## src/rtl/dram_port_scheduler_if.sv

```systemverilog
// dram_port_scheduler_if
// Bundles the requester-side handshakes and the RAM-primitive pins of the
// distributed-RAM port scheduler.
//
// Handshake rule (both channels): a requester raises *_valid with stable
// bank/data and holds it until it sees *_ready high in the same cycle; the
// transfer is accepted on the rising edge where valid && ready. Dropping
// valid before ready cancels the request without side effects.
//
// Signals:
//   wr_valid/wr_ready/wr_bank/wr_data : word-write request channel
//   rd_valid/rd_ready/rd_bank         : word-read request channel
//   rd_data/rd_done                   : read result and its one-cycle strobe
//   busy                              : a bit-serial transfer is running
//   ram_addr/ram_we/ram_d/ram_o       : 1-bit RAM primitive pins
// Modports:
//   master : requester side
//   slave  : scheduler side
//   ram    : RAM primitive side
interface dram_port_if #(
    parameter int IO_WIDTH   = 16,
    parameter int ADDR_WIDTH = 7
);
    localparam int BANK_WIDTH = ADDR_WIDTH - $clog2(IO_WIDTH);

    logic                  wr_valid;
    logic                  wr_ready;
    logic [BANK_WIDTH-1:0] wr_bank;
    logic [IO_WIDTH-1:0]   wr_data;
    logic                  rd_valid;
    logic                  rd_ready;
    logic [BANK_WIDTH-1:0] rd_bank;
    logic [IO_WIDTH-1:0]   rd_data;
    logic                  rd_done;
    logic                  busy;
    logic [ADDR_WIDTH-1:0] ram_addr;
    logic                  ram_we;
    logic                  ram_d;
    logic                  ram_o;

    modport master (
        output wr_valid, wr_bank, wr_data, rd_valid, rd_bank,
        input  wr_ready, rd_ready, rd_data, rd_done, busy
    );

    modport slave (
        input  wr_valid, wr_bank, wr_data, rd_valid, rd_bank, ram_o,
        output wr_ready, rd_ready, rd_data, rd_done, busy,
               ram_addr, ram_we, ram_d
    );

    modport ram (
        input  ram_addr, ram_we, ram_d,
        output ram_o
    );
endinterface

```

## src/rtl/dram_port_scheduler.sv

```systemverilog
// dram_port_scheduler
// Owns the single shared address port of a 1-bit-wide distributed RAM
// (synchronous write, asynchronous read). Words of IO_WIDTH bits live in
// banks of IO_WIDTH consecutive RAM bits and are moved bit-serially, bit 0
// first. A write requester and a read requester share the port; ties are
// broken round-robin against the last grant (write wins the first tie).
//
// Ports:
//   clk       : rising-edge clock
//   rst_n     : asynchronous active-low reset
//   bus       : dram_port_if.slave (handshakes, read result, RAM pins)
//   dbg_state : current FSM state (0 idle, 1 write, 2 read)
//
// Timing: handshake in cycle N, transfer in N+1..N+IO_WIDTH, next handshake
// possible in N+IO_WIDTH+1, rd_done high in N+IO_WIDTH+1.
module dram_port_scheduler #(
    parameter int IO_WIDTH   = 16,
    parameter int ADDR_WIDTH = 7
) (
    input  logic       clk,
    input  logic       rst_n,
    dram_port_if.slave bus,
    output logic [1:0] dbg_state
);
    localparam int CNT_WIDTH  = $clog2(IO_WIDTH);
    localparam int BANK_WIDTH = ADDR_WIDTH - CNT_WIDTH;

    typedef enum logic [1:0] {
        S_IDLE  = 2'd0,
        S_WRITE = 2'd1,
        S_READ  = 2'd2
    } state_t;

    typedef enum logic {
        G_WRITE = 1'b0,
        G_READ  = 1'b1
    } grant_t;

    state_t                state;
    grant_t                last_grant;
    logic [CNT_WIDTH-1:0]  cnt;
    logic [CNT_WIDTH-1:0]  cnt_next;
    logic                  cnt_last;
    logic [BANK_WIDTH-1:0] bank_q;
    logic [IO_WIDTH-1:0]   word_q;
    logic [IO_WIDTH-1:0]   shadow;
    logic [IO_WIDTH-1:0]   shadow_next;
    logic                  wr_go;
    logic                  rd_go;

    // Round-robin pick: a lone requester always wins, on a tie the one not
    // served last time wins. Readies are gated with rst_n so nothing is
    // offered while reset is held.
    assign wr_go = rst_n && (state == S_IDLE) && bus.wr_valid &&
                   (!bus.rd_valid || (last_grant == G_READ));
    assign rd_go = rst_n && (state == S_IDLE) && bus.rd_valid &&
                   (!bus.wr_valid || (last_grant == G_WRITE));

    assign bus.wr_ready = wr_go;
    assign bus.rd_ready = rd_go;
    assign dbg_state    = state;

    assign cnt_next = cnt + 1'b1;
    assign cnt_last = (cnt == {CNT_WIDTH{1'b1}});

    // Shadow word including the bit arriving on this edge, so the final
    // bit lands in rd_data on the same edge it is sampled.
    always_comb begin
        shadow_next      = shadow;
        shadow_next[cnt] = bus.ram_o;
    end

    always_ff @(posedge clk or negedge rst_n) begin
        if (!rst_n) begin
            state        <= S_IDLE;
            last_grant   <= G_READ;
            cnt          <= '0;
            bank_q       <= '0;
            word_q       <= '0;
            shadow       <= '0;
            bus.rd_data  <= '0;
            bus.rd_done  <= 1'b0;
            bus.busy     <= 1'b0;
            bus.ram_addr <= '0;
            bus.ram_we   <= 1'b0;
            bus.ram_d    <= 1'b0;
        end else begin
            bus.rd_done <= 1'b0;
            case (state)
                S_IDLE: begin
                    if (wr_go) begin
                        bank_q       <= bus.wr_bank;
                        word_q       <= bus.wr_data;
                        cnt          <= '0;
                        last_grant   <= G_WRITE;
                        bus.ram_addr <= {bus.wr_bank, {CNT_WIDTH{1'b0}}};
                        bus.ram_d    <= bus.wr_data[0];
                        bus.ram_we   <= 1'b1;
                        bus.busy     <= 1'b1;
                        state        <= S_WRITE;
                    end else if (rd_go) begin
                        bank_q       <= bus.rd_bank;
                        cnt          <= '0;
                        last_grant   <= G_READ;
                        bus.ram_addr <= {bus.rd_bank, {CNT_WIDTH{1'b0}}};
                        bus.ram_we   <= 1'b0;
                        bus.busy     <= 1'b1;
                        state        <= S_READ;
                    end else begin
                        // ram_addr intentionally holds its last value
                        bus.ram_we <= 1'b0;
                    end
                end
                S_WRITE: begin
                    if (cnt_last) begin
                        bus.ram_we <= 1'b0;
                        bus.busy   <= 1'b0;
                        state      <= S_IDLE;
                    end else begin
                        cnt          <= cnt_next;
                        bus.ram_addr <= {bank_q, cnt_next};
                        bus.ram_d    <= word_q[cnt_next];
                    end
                end
                S_READ: begin
                    shadow <= shadow_next;
                    if (cnt_last) begin
                        bus.rd_data <= shadow_next;
                        bus.rd_done <= 1'b1;
                        bus.busy    <= 1'b0;
                        state       <= S_IDLE;
                    end else begin
                        cnt          <= cnt_next;
                        bus.ram_addr <= {bank_q, cnt_next};
                    end
                end
                default: begin
                    bus.ram_we <= 1'b0;
                    bus.busy   <= 1'b0;
                    state      <= S_IDLE;
                end
            endcase
        end
    end
endmodule

```

## src/flat_wrapper.sv

```systemverilog
// flat-port wrapper written by rule: the top's interface ports become plain ports
module dram_port_scheduler_flat 
#(
    parameter int IO_WIDTH   = 16,
    parameter int ADDR_WIDTH = 7
)
  (clk, rst_n, dbg_state, bus_wr_valid, bus_wr_bank, bus_wr_data, bus_rd_valid, bus_rd_bank, bus_ram_o, bus_wr_ready, bus_rd_ready, bus_rd_data, bus_rd_done, bus_busy, bus_ram_addr, bus_ram_we, bus_ram_d);
  dram_port_if #(.IO_WIDTH(IO_WIDTH), .ADDR_WIDTH(ADDR_WIDTH)) bus_i ();
  input  logic clk;
  input  logic rst_n;
  output logic [1:0] dbg_state;
  input wire logic [$bits(bus_i.wr_valid)-1:0] bus_wr_valid;
  input wire logic [$bits(bus_i.wr_bank)-1:0] bus_wr_bank;
  input wire logic [$bits(bus_i.wr_data)-1:0] bus_wr_data;
  input wire logic [$bits(bus_i.rd_valid)-1:0] bus_rd_valid;
  input wire logic [$bits(bus_i.rd_bank)-1:0] bus_rd_bank;
  input wire logic [$bits(bus_i.ram_o)-1:0] bus_ram_o;
  output wire logic [$bits(bus_i.wr_ready)-1:0] bus_wr_ready;
  output wire logic [$bits(bus_i.rd_ready)-1:0] bus_rd_ready;
  output wire logic [$bits(bus_i.rd_data)-1:0] bus_rd_data;
  output wire logic [$bits(bus_i.rd_done)-1:0] bus_rd_done;
  output wire logic [$bits(bus_i.busy)-1:0] bus_busy;
  output wire logic [$bits(bus_i.ram_addr)-1:0] bus_ram_addr;
  output wire logic [$bits(bus_i.ram_we)-1:0] bus_ram_we;
  output wire logic [$bits(bus_i.ram_d)-1:0] bus_ram_d;
  assign bus_i.wr_valid = bus_wr_valid;
  assign bus_i.wr_bank = bus_wr_bank;
  assign bus_i.wr_data = bus_wr_data;
  assign bus_i.rd_valid = bus_rd_valid;
  assign bus_i.rd_bank = bus_rd_bank;
  assign bus_i.ram_o = bus_ram_o;
  assign bus_wr_ready = bus_i.wr_ready;
  assign bus_rd_ready = bus_i.rd_ready;
  assign bus_rd_data = bus_i.rd_data;
  assign bus_rd_done = bus_i.rd_done;
  assign bus_busy = bus_i.busy;
  assign bus_ram_addr = bus_i.ram_addr;
  assign bus_ram_we = bus_i.ram_we;
  assign bus_ram_d = bus_i.ram_d;
  dram_port_scheduler #(.IO_WIDTH(IO_WIDTH), .ADDR_WIDTH(ADDR_WIDTH)) u_core (.clk(clk), .rst_n(rst_n), .bus(bus_i), .dbg_state(dbg_state));
endmodule
```

## config.mk

```make
export PLATFORM = sky130hd
export DESIGN_NAME = dram_port_scheduler_flat
export DESIGN_NICKNAME = d
export VERILOG_FILES = /design/src/rtl/dram_port_scheduler_if.sv /design/src/rtl/dram_port_scheduler.sv /design/src/flat_wrapper.sv
export SDC_FILE = /design/constraint.sdc
export NUM_CORES = 1
export LEC_CHECK = 0
export CAP_MARGIN = 25
export CORE_ASPECT_RATIO = 2
export CORE_MARGIN = 5
export CORE_UTILIZATION = 47
export CTS_CLUSTER_SIZE = 40
export DETAILED_ROUTE_END_ITERATION = 8
export GPL_ROUTABILITY_DRIVEN = 0
export PLACE_DENSITY = 0.76
export RECOVER_POWER = 50
export SYNTH_ARGS = -nofsm -noshare
export SYNTH_HDL_FRONTEND = slang
export SYNTH_SLANG_ARGS = --single-unit
```

## constraint.sdc

```tcl
create_clock -name clk -period 1.75 [get_ports clk]
set_clock_uncertainty 0.15 [all_clocks]
set_input_delay 0.35 -clock clk [delete_from_list [all_inputs] [get_ports clk]]
set_output_delay 0.35 -clock clk [all_outputs]
set_load 0.05 [all_outputs]
```

After elaboration in Yosys (flattened, before gate mapping). Cells that the tools add are included.

Bits in registers: 69. Bits of input ports: 27. Output and inout port bits: 31. Word-level logic and storage cells: 80.

Add/subtract/negate cells: 1. Order comparisons: 3. Eq/ne operators: 9. Muxes and demuxes: 31. Bitwise operators: 2. Reduce and logical (&&, ||, !) cells: 22.

Operators with widths (count): 2-to-1 mux 7 bit (3); bitwise mux 16 bit (1); case mux 7 bit (2 select lines) (1); 2-to-1 mux 4 bit (3); 2-to-1 mux 1 bit (11); less-than comparator 4 x 5 -> 1 bit (second input constant) (2); AND reduction 2 bit (5); case mux 4 bit (2 select lines) (1); logical AND 1 bit (6); 2-to-1 mux 2 bit (3); 2-to-1 mux 3 bit (2); inequality test 2 bit (second input constant) (3); AND reduction 3 bit (2); nonzero test 2 bit (3); adder 4 x 1 -> 4 bit (second input constant) (1); binary-select mux 1 bit (select 4 bit) (1); demux 1 bit (select 4 bit) (1); == test 4 bit (second input constant) (1); greater-or-equal comparator 4 x 1 -> 1 bit (second input constant) (1); inequality test 2 x 1 -> 1 bit (second input constant) (2); case mux 1 bit (2 select lines) (2); case mux 2 bit (2 select lines) (1); inequality test 3 bit (second input constant) (1); case mux 1 bit (3 select lines) (1); 7 further kinds (10).

Longest topological paths before layout. Gate-level depths: netlist of the first run.

Word-level depth: 7. Depth in mapped cells: 10.

Least setup slack after synthesis of the first run. No wires, ideal clock.

Path kind: register -> output. Start: register u_core.state[0], in the netlist u_core.dbg_state[0]. End: output port bus_rd_ready. Arrival time: 2.005 ns. Data required time: 1.250 ns. Path slack: -0.755 ns. Stages on the path, launching flop included: 7. Path through: dfrtp_1 > inv_1 > ha_1 > buf_6 > and2_4 > nand2_1 > a21oi_1.

Longest elaborated chain between the ends: 4.

Ends and longest elaborated chain: from (decl) (line dram_port_scheduler.sv:39) `state_t state;`; from (signal assigned) (line dram_port_scheduler.sv:75) `state <= S_IDLE;`; from (signal assigned) (line dram_port_scheduler.sv:100) `state <= S_WRITE;`; from (signal assigned) (line dram_port_scheduler.sv:108) `state <= S_READ;`; logical NOT 2 bit (line dram_port_scheduler.sv:56) `assign rd_go = rst_n && (state == S_IDLE) && bus.rd_valid &&`; logical AND 1 bit (3 in series) (line dram_port_scheduler.sv:56); to (decl) (line flat_wrapper.sv:19) `output wire logic [$bits(bus_i.rd_ready)-1:0] bus_rd_ready;`.

Every way passes these cells.

Worst setup path after layout of the first run. Ends and elaborated chain as after synthesis.

==> impl_results.md, run 1 <==
- Status: finished, violations left
- Violated checks: setup timing
- HPWL after DPL: 5660 um
- Share of post-route cells with drive strength above 1: 0.4528
- Startpoint Class: flip-flop
- WL per Instance: roughly 18 um
- Critical Path AT: 1.52 ns
- Seq. cell area: 1610 um^2
- Rows: 42
- CTS H-tree lvls: 3
- Syn Nets: 344
- Worst setup EP type: output port
- Slew of the pin with the lowest slew margin: 0.6350 ns
- Leakage: ~0.0023 uW
- Max Freq: ~0.5 GHz
- Die H: 125.8 um
- Largest family of logic cells by synthesized area: simple AND/OR/NAND/NOR gates
- Post-synth top area share: 0.5000
- Width of the die: 67.92 um
- PwrDens: 1541 nW/um^2
- FFs w/ async S/R, synth: 1.000
- Post-synthesis compound-gate area fraction: 0.08690
- Routed vias/inst: 5.391
- Total global routing overflow: 0
- Vias in the first global route: 2749
- Gr usage total: 0.2072
- Setup TNS: -2.303 ns
- CP Class: reg -> out
- Final Slew Violations: 0
- Min-delay worst type: in -> reg
- Max_cap viols: 0
- Pre-antenna DRT Iters: 4
- Clock-pin slew on the worst setup and hold paths: approximately 0.050 ns
- Layout fillers: 410
- Sequential-to-total area share from yosys stat: 0.5083
- Initial antenna violation count: 0
- Post-synth EDFFs: 0
- Area contributors post-synth: dfrtp_1 (50%), nand2_1 (10%), mux2_2 (8.2%)
- CTS tree: done
- Hold Slack: 0.3004 ns
- Starting DRC count in detailed routing: 138
- Largest net degree at the start of global routing: 39
- CTS Buffer Depth: 2
- Clk_lat worst skew: 0.33 ns
- Final nets: 443
- Adder-Cell Fraction of Synth Area: 0.03175
- Cell Area, Synth: around 3200 um^2
- WP data required: ~1.3 ns
- Place WS: -0.3683 ns
- Mean Syn Cell Area: 10.20 um^2
- Synth warnings: 0
- Placed cell count: 467
- Leading area contributor after synthesis: dfrtp_1
- Clock sinks: 64
- Final setup violation count: 26
- Top FF cell, synth: dfrtp_1
- Setup ws final: -0.2663 ns
- Peak supply drop: around 1.2 mV
- Distinct cells, synth: 37
- Area Overhead vs Synth: 60.28%
- Core area: 6569 um^2
- Final period utilization: 1.152
- Final hold viol count: 0
- DR DRC count: 0
- Mux share of post-synthesis cell area: 0.1583
- Initial core utilization: 0.4800
- Port Buffers: 57
- Fin cells: 501
- Max_slew headroom: 0.5767
- Vias: 2701
- Simple-Gate Fraction of Synth Area: 0.1615
- Post-Route WL: approximately 8900 um
- Seq cells post-synth: between 60 and 70
- # diodes: 0
- IO Pins: 58
- Root Driver: clkbuf_16
- Die area: 8546 um^2
- Area occupied by multi-input gates: 1682 um^2
- RSZ-0062 raised after global routing: true
- Most frequent cell after synthesis: nand2_1
- CTS buffer count: 9
- Mapped Cells: 309
- Top cells by count, synth: nand2_1 (87), dfrtp_1 (63), o21ai_0 (24), mux2_2 (23), nand3_1 (16)
- Final ANT Viol Nets: 0
- Total power: 7785 uW
- First-pass GRT wire length: 13040 um
- Xor-xnor portion of the synthesized cell area: 0.005556
- Minimum clock period: 2.016 ns
- Maximum fanout along the worst path: 4
-- registers in the layout (all words and copies together), names as in the netlist --
register / flops
u_core.bus.rd_data: 16
u_core.bank_q: 3
u_core.bus.ram_d: 1
u_core.last_grant: 1
u_core.dbg_state: 2
u_core.bus.busy: 1
u_core.bus.ram_we: 1
u_core.bus.ram_addr: 4
u_core.word_q: 16
u_core.shadow: 15
u_core.cnt: 3
u_core.bus.rd_done: 1
-- path summary, 6_finish.rpt --
| check | start | to | slack [ns] | cells after the start |
|---|---|---|---|---|
| worst max-delay path | u_core.dbg_state[0] | bus_rd_ready | -0.27 | 6 |
| worst min-delay path | rst_n | u_core.last_grant | 0.30 | 3 |
| worst max register to register | u_core.dbg_state[0] | u_core.bus.ram_addr[5] | -0.14 | 8 |
| worst min register to register | u_core.bus.rd_data[15] | u_core.bus.rd_data[15] | 0.33 | 2 |
| max in group asynchronous | rst_n | u_core.dbg_state[1] | 0.36 | 3 |
| min in group asynchronous | rst_n | u_core.shadow[7] | 0.57 | 3 |
-- kinds of logic (layout without fill, tap and decap cells) --
group,after synthesis,count (layout)
simple gates,118,118
flops,64,64
mux,42,42
xor+xnor,2,2
compound gates,45,45
fa+ha+maj,8,8
buf+inv,30,134
-- worst max-delay path, cell delays in order, from the launching register on --
cell	delay [ns]
dfrtp_2	0.40
inv_2	0.09
ha_4	0.14
and2_4	0.18
nand2_4	0.06
a21oi_4	0.16
buf_12	0.15
-- layout make-up --
type / instances / share of cell area
tap: 88 / 0.02179
timing repair buffer: 109 / 0.2597
clock buffer: 13 / 0.05150
clock inverter: 3 / 0.007923
inverter: 9 / 0.007675
sequential: 64 / 0.3186
multi-input combinational: 215 / 0.3328
-- layout by cell type (no fill, tap or decap), drive strengths merged, types with 2 or more instances in the layout --
cell type and n:
a21oi 6, a31oi 4, and2 2, buf 80
clkbuf 16, clkdlybuf4s50 24, clkinv 2, dfrtp 63
ha 8, inv 9, mux2 23, mux2i 15
mux4 4, nand2 87, nand2b 3, nand3 17
nor2 4, nor2b 2, o21ai 25, o22a 2
o22ai 2, xor2 2
-- per-stage QoR --
stage / utilization / area [um^2]
after floorplan: - / 3293
after global placement: 0.6598 / 4334
after detailed placement: 0.6598 / 4334
after CTS: 0.7307 / 4800
after global routing: 0.7693 / 5054
final: 0.7693 / 5054
-- report_power, final --
group,switching (uW),internal [uW]
registers,359,1920
clock network,615,1170
logic,1810,1910
-- routing by layer --
metal,GRT usage,part of all wire,wire length (um),vias to the layer above
li1,-,-,-,1250
met3,0.06150,0.044,394,32
met4,0.1313,0.045,396,0
met5,0,0,0,-
met1,0.2017,0.33,2933,1329
met2,0.3619,0.58,5165,90
-- what timing repair did --
| item | CTS | global route |
|---|---|---|
| gates resized for setup | 20 | 52 |
| endpoints found under the hold margin | 31 | 0 |
| buffers inserted | 12 | 4 |
| hold buffers | 1 | 0 |
| cloned | 0 | 2 |
| pin swaps | 2 | 27 |
| endpoints found under the setup margin | 7 | 43 |
No activity file was read; power rests on OpenSTA's default activity.
==> inputs of run 2 (changes only) <==
--- a/config.mk
+++ b/config.mk
@@ -8,11 +8,11 @@
 export CAP_MARGIN = 25
 export CORE_ASPECT_RATIO = 2
 export CORE_MARGIN = 5
-export CORE_UTILIZATION = 47
+export CORE_UTILIZATION = 56
 export CTS_CLUSTER_SIZE = 40
 export DETAILED_ROUTE_END_ITERATION = 8
 export GPL_ROUTABILITY_DRIVEN = 0
-export PLACE_DENSITY = 0.76
+export PLACE_DENSITY = 0.85
 export RECOVER_POWER = 50
 export SYNTH_ARGS = -nofsm -noshare
 export SYNTH_HDL_FRONTEND = slang
==> constraint.sdc (replaced) <==
create_clock -name clk -period 2.55 [get_ports clk]
set_clock_uncertainty 0.15 [all_clocks]
set_input_delay 0.51 -clock clk [delete_from_list [all_inputs] [get_ports clk]]
set_output_delay 0.51 -clock clk [all_outputs]
set_load 0.05 [all_outputs]
==> run 2 against run 1 <==
Against the previous run:
- the run ends with capacitance limit, slew limit left
- non-clock buffer count decreased by 38
- combinational power down 55%
- die area shrank 14%
- final cell count decreased by 13%
- routed wire length down 22%
- sequential share of layout area increased by 7.9 points
- worst setup slack gained 0.42 ns
- critical endpoint is now bus_ram_addr[1]
==> impl_results.md, run 2 (synthesis results as in run 1) <==
- First-pass GRT wire length: 11920 um
- Final ANT Viol Nets: 0
- Bufs and invs on worst path: 1
- Status: finished, violations left
- Post-CTS setup buffers: 0
- Layout fillers: 368
- Initial antenna violation count: 0
- CTS H-tree lvls: 3
- CP max-delay cell: clkdlybuf4s50_1
- Die area: roughly 7300 um^2
- Clk pwr share: 0.244
- Rows: 38
- Clock sinks: 64
- Port Buffers: 57
- Max Freq: 0.4170 GHz
- Min-delay worst type: in -> async
- Violated checks: capacitance limit, slew limit
- Peak supply drop: 0.9652 mV
- Critical Path AT: 1.74 ns
- Clk_lat worst skew: approximately 0.35 ns
- Width of the die: 63.06 um
- Leakage: roughly 0.0019 uW
- Area Overhead vs Synth: 27.74%
- Final setup violation count: 0
- RSZ-0062 raised after global routing: false
- Core area: about 5500 um^2
- Most frequent cells in the layout: nand2_1 (87), dfrtp_1 (63), clkdlybuf4s50_1 (53)
- Commonest non-fill, non-tap cell in the layout: nand2_1
- PwrDens: 1044 nW/um^2
- Root Driver: clkbuf_8
- CP Class: reg -> out
- CTS buffer count: 9
- Max_cap viols: 1
- WL per Instance: 16.03 um
- Vias in the first global route: 2551
- Worst setup EP type: output port
- Initial core utilization: 0.5767
- Share of post-route cells with drive strength above 1: 0.1733
- Post-Route WL: 6975 um
- WP data required: approximately 1.9 ns
- Hold Slack: 0.1406 ns
- HPWL after DPL: 5115 um
- Routed vias/inst: 5.667
- CTS Buffer Depth: 2
- IO Pins: 58
- Int Pwr: 2655 uW
- Die H: 116.1 um
- Starting DRC count in detailed routing: 98
- Vias: 2465
- Largest net degree at the start of global routing: 33
- Reg power frac: 0.360
- Pre-antenna DRT Iters: 4
- # diodes: 0
- Gr usage total: 0.2111
- Minimum clock period: 2.398 ns
- Startpoint Class: flip-flop
- Final period utilization: 0.9404
- Critical path, cell by cell: clkdlybuf4s50_1
- Worst path max stage delay: ~0.89 ns
- Switching share of power: 0.3686
- Final hold viol count: 0
- Setup TNS: 0 ns
- CTS tree: done
- Total global routing overflow: 0
- Slew of the pin with the lowest slew margin: 1.627 ns
- Max_slew headroom: -0.08494
- Worst path top cell family by delay: buffers and inverters
- Maximum fanout along the worst path: 8
- Largest registers: u_core.bus.rd_data: 16 flops, u_core.word_q: 16 flops, u_core.shadow: 15 flops
- Final nets: between 400 and 500
- Clock-pin slew on the worst setup and hold paths: 0.07 ns
- Final Slew Violations: 33
- Psw: roughly 1500 uW
- DR DRC count: 0
- Gate power share: 0.396
[run 2: path summary, 6_finish.rpt]
check | startpoint | to | slack (ns) | cells after the start
worst max-delay path | u_core.cnt[1] | bus_ram_addr[1] | 0.15 | 1
worst min-delay path | rst_n | u_core.last_grant | 0.14 | 1
worst max register to register | u_core.cnt[1] | u_core.bus.ram_d | 0.43 | 6
worst min register to register | u_core.bus.rd_data[8] | u_core.bus.rd_data[8] | 0.32 | 2
max in group asynchronous | rst_n | u_core.bus.rd_data[11] | 0.55 | 2
min in group clk | u_core.bus.rd_data[8] | u_core.bus.rd_data[8] | 0.32 | 2
[run 2: worst register-to-register path, stage by stage, from the launching register on]
cell	delay, ns
dfrtp_1	0.50
inv_1	0.11
ha_1	0.44
mux4_2	0.33
nor3b_1	0.15
a31oi_1	0.18
a41oi_1	0.13
[run 2: power groups by stage]
| stage | Clock [uW] | Combinational (uW) | Sequential [uW] |
|---|---|---|---|
| 4_1_cts | 1040 | 1680 | 1510 |
| 6_report | 1030 | 1660 | 1510 |
| 5_1_grt | 1090 | 1800 | 1550 |
| 3_3_place_gp | 0 | 1610 | 1500 |
| 2_1_floorplan | 0 | 935 | 1710 |
| 3_5_place_dp | 0 | 1660 | 1520 |
[run 2: what timing repair did]
item                                    in CTS  in global routing
gates resized for setup                      0                  0
hold buffers                                 1                  0
endpoints found under the setup margin       0                  0
hold endpoints to repair                     7                  0
[run 2: area by class of cell]
| cell class | instances | area, um^2 | share of cell area |
|---|---|---|---|
| tap | 60 | 75.07 | 0.01864 |
| sequential | 64 | 1603 | 0.3980 |
| inverter | 9 | 33.78 | 0.008388 |
| multi-input combinational | 215 | 1404 | 0.3486 |
| clock inverter | 7 | 110.1 | 0.02734 |
| timing repair buffer | 71 | 678.2 | 0.1684 |
| clock buffer | 9 | 123.9 | 0.03075 |
[run 2: routing by layer]
layer / global-route usage / share of wire
met3: 0.04909 / 0.059
met5: 0 / 0
met4: 0.1487 / 0.047
met1: 0.2018 / 0.34
met2: 0.3873 / 0.56
[run 2: per-stage QoR]
| stage | area, um^2 | cells | worst slack [ns] | util | total power (uW) |
|---|---|---|---|---|---|
| floorplan | 3157 | 309 | 0.05169 | - | 2649 |
| global placement | 3796 | 418 | 0.2770 | 0.6943 | 3110 |
| detailed placement | 3796 | 418 | 0.2682 | 0.6943 | 3177 |
| CTS | 4040 | 435 | 0.1203 | 0.7389 | 4229 |
| finish | 4028 | 435 | 0.1521 | 0.7366 | 4205 |
| global route | 4028 | 435 | 0.04222 | 0.7366 | 4437 |
==> inputs of run 3 (changes only) <==
--- a/config.mk
+++ b/config.mk
@@ -5,7 +5,7 @@
 export SDC_FILE = /design/constraint.sdc
 export NUM_CORES = 1
 export LEC_CHECK = 0
-export CAP_MARGIN = 25
+export CAP_MARGIN = 20
 export CORE_ASPECT_RATIO = 2
 export CORE_MARGIN = 5
 export CORE_UTILIZATION = 56
==> results of run 3 <==
No change in the layout: final DEF, timing and power equal those of run 2.
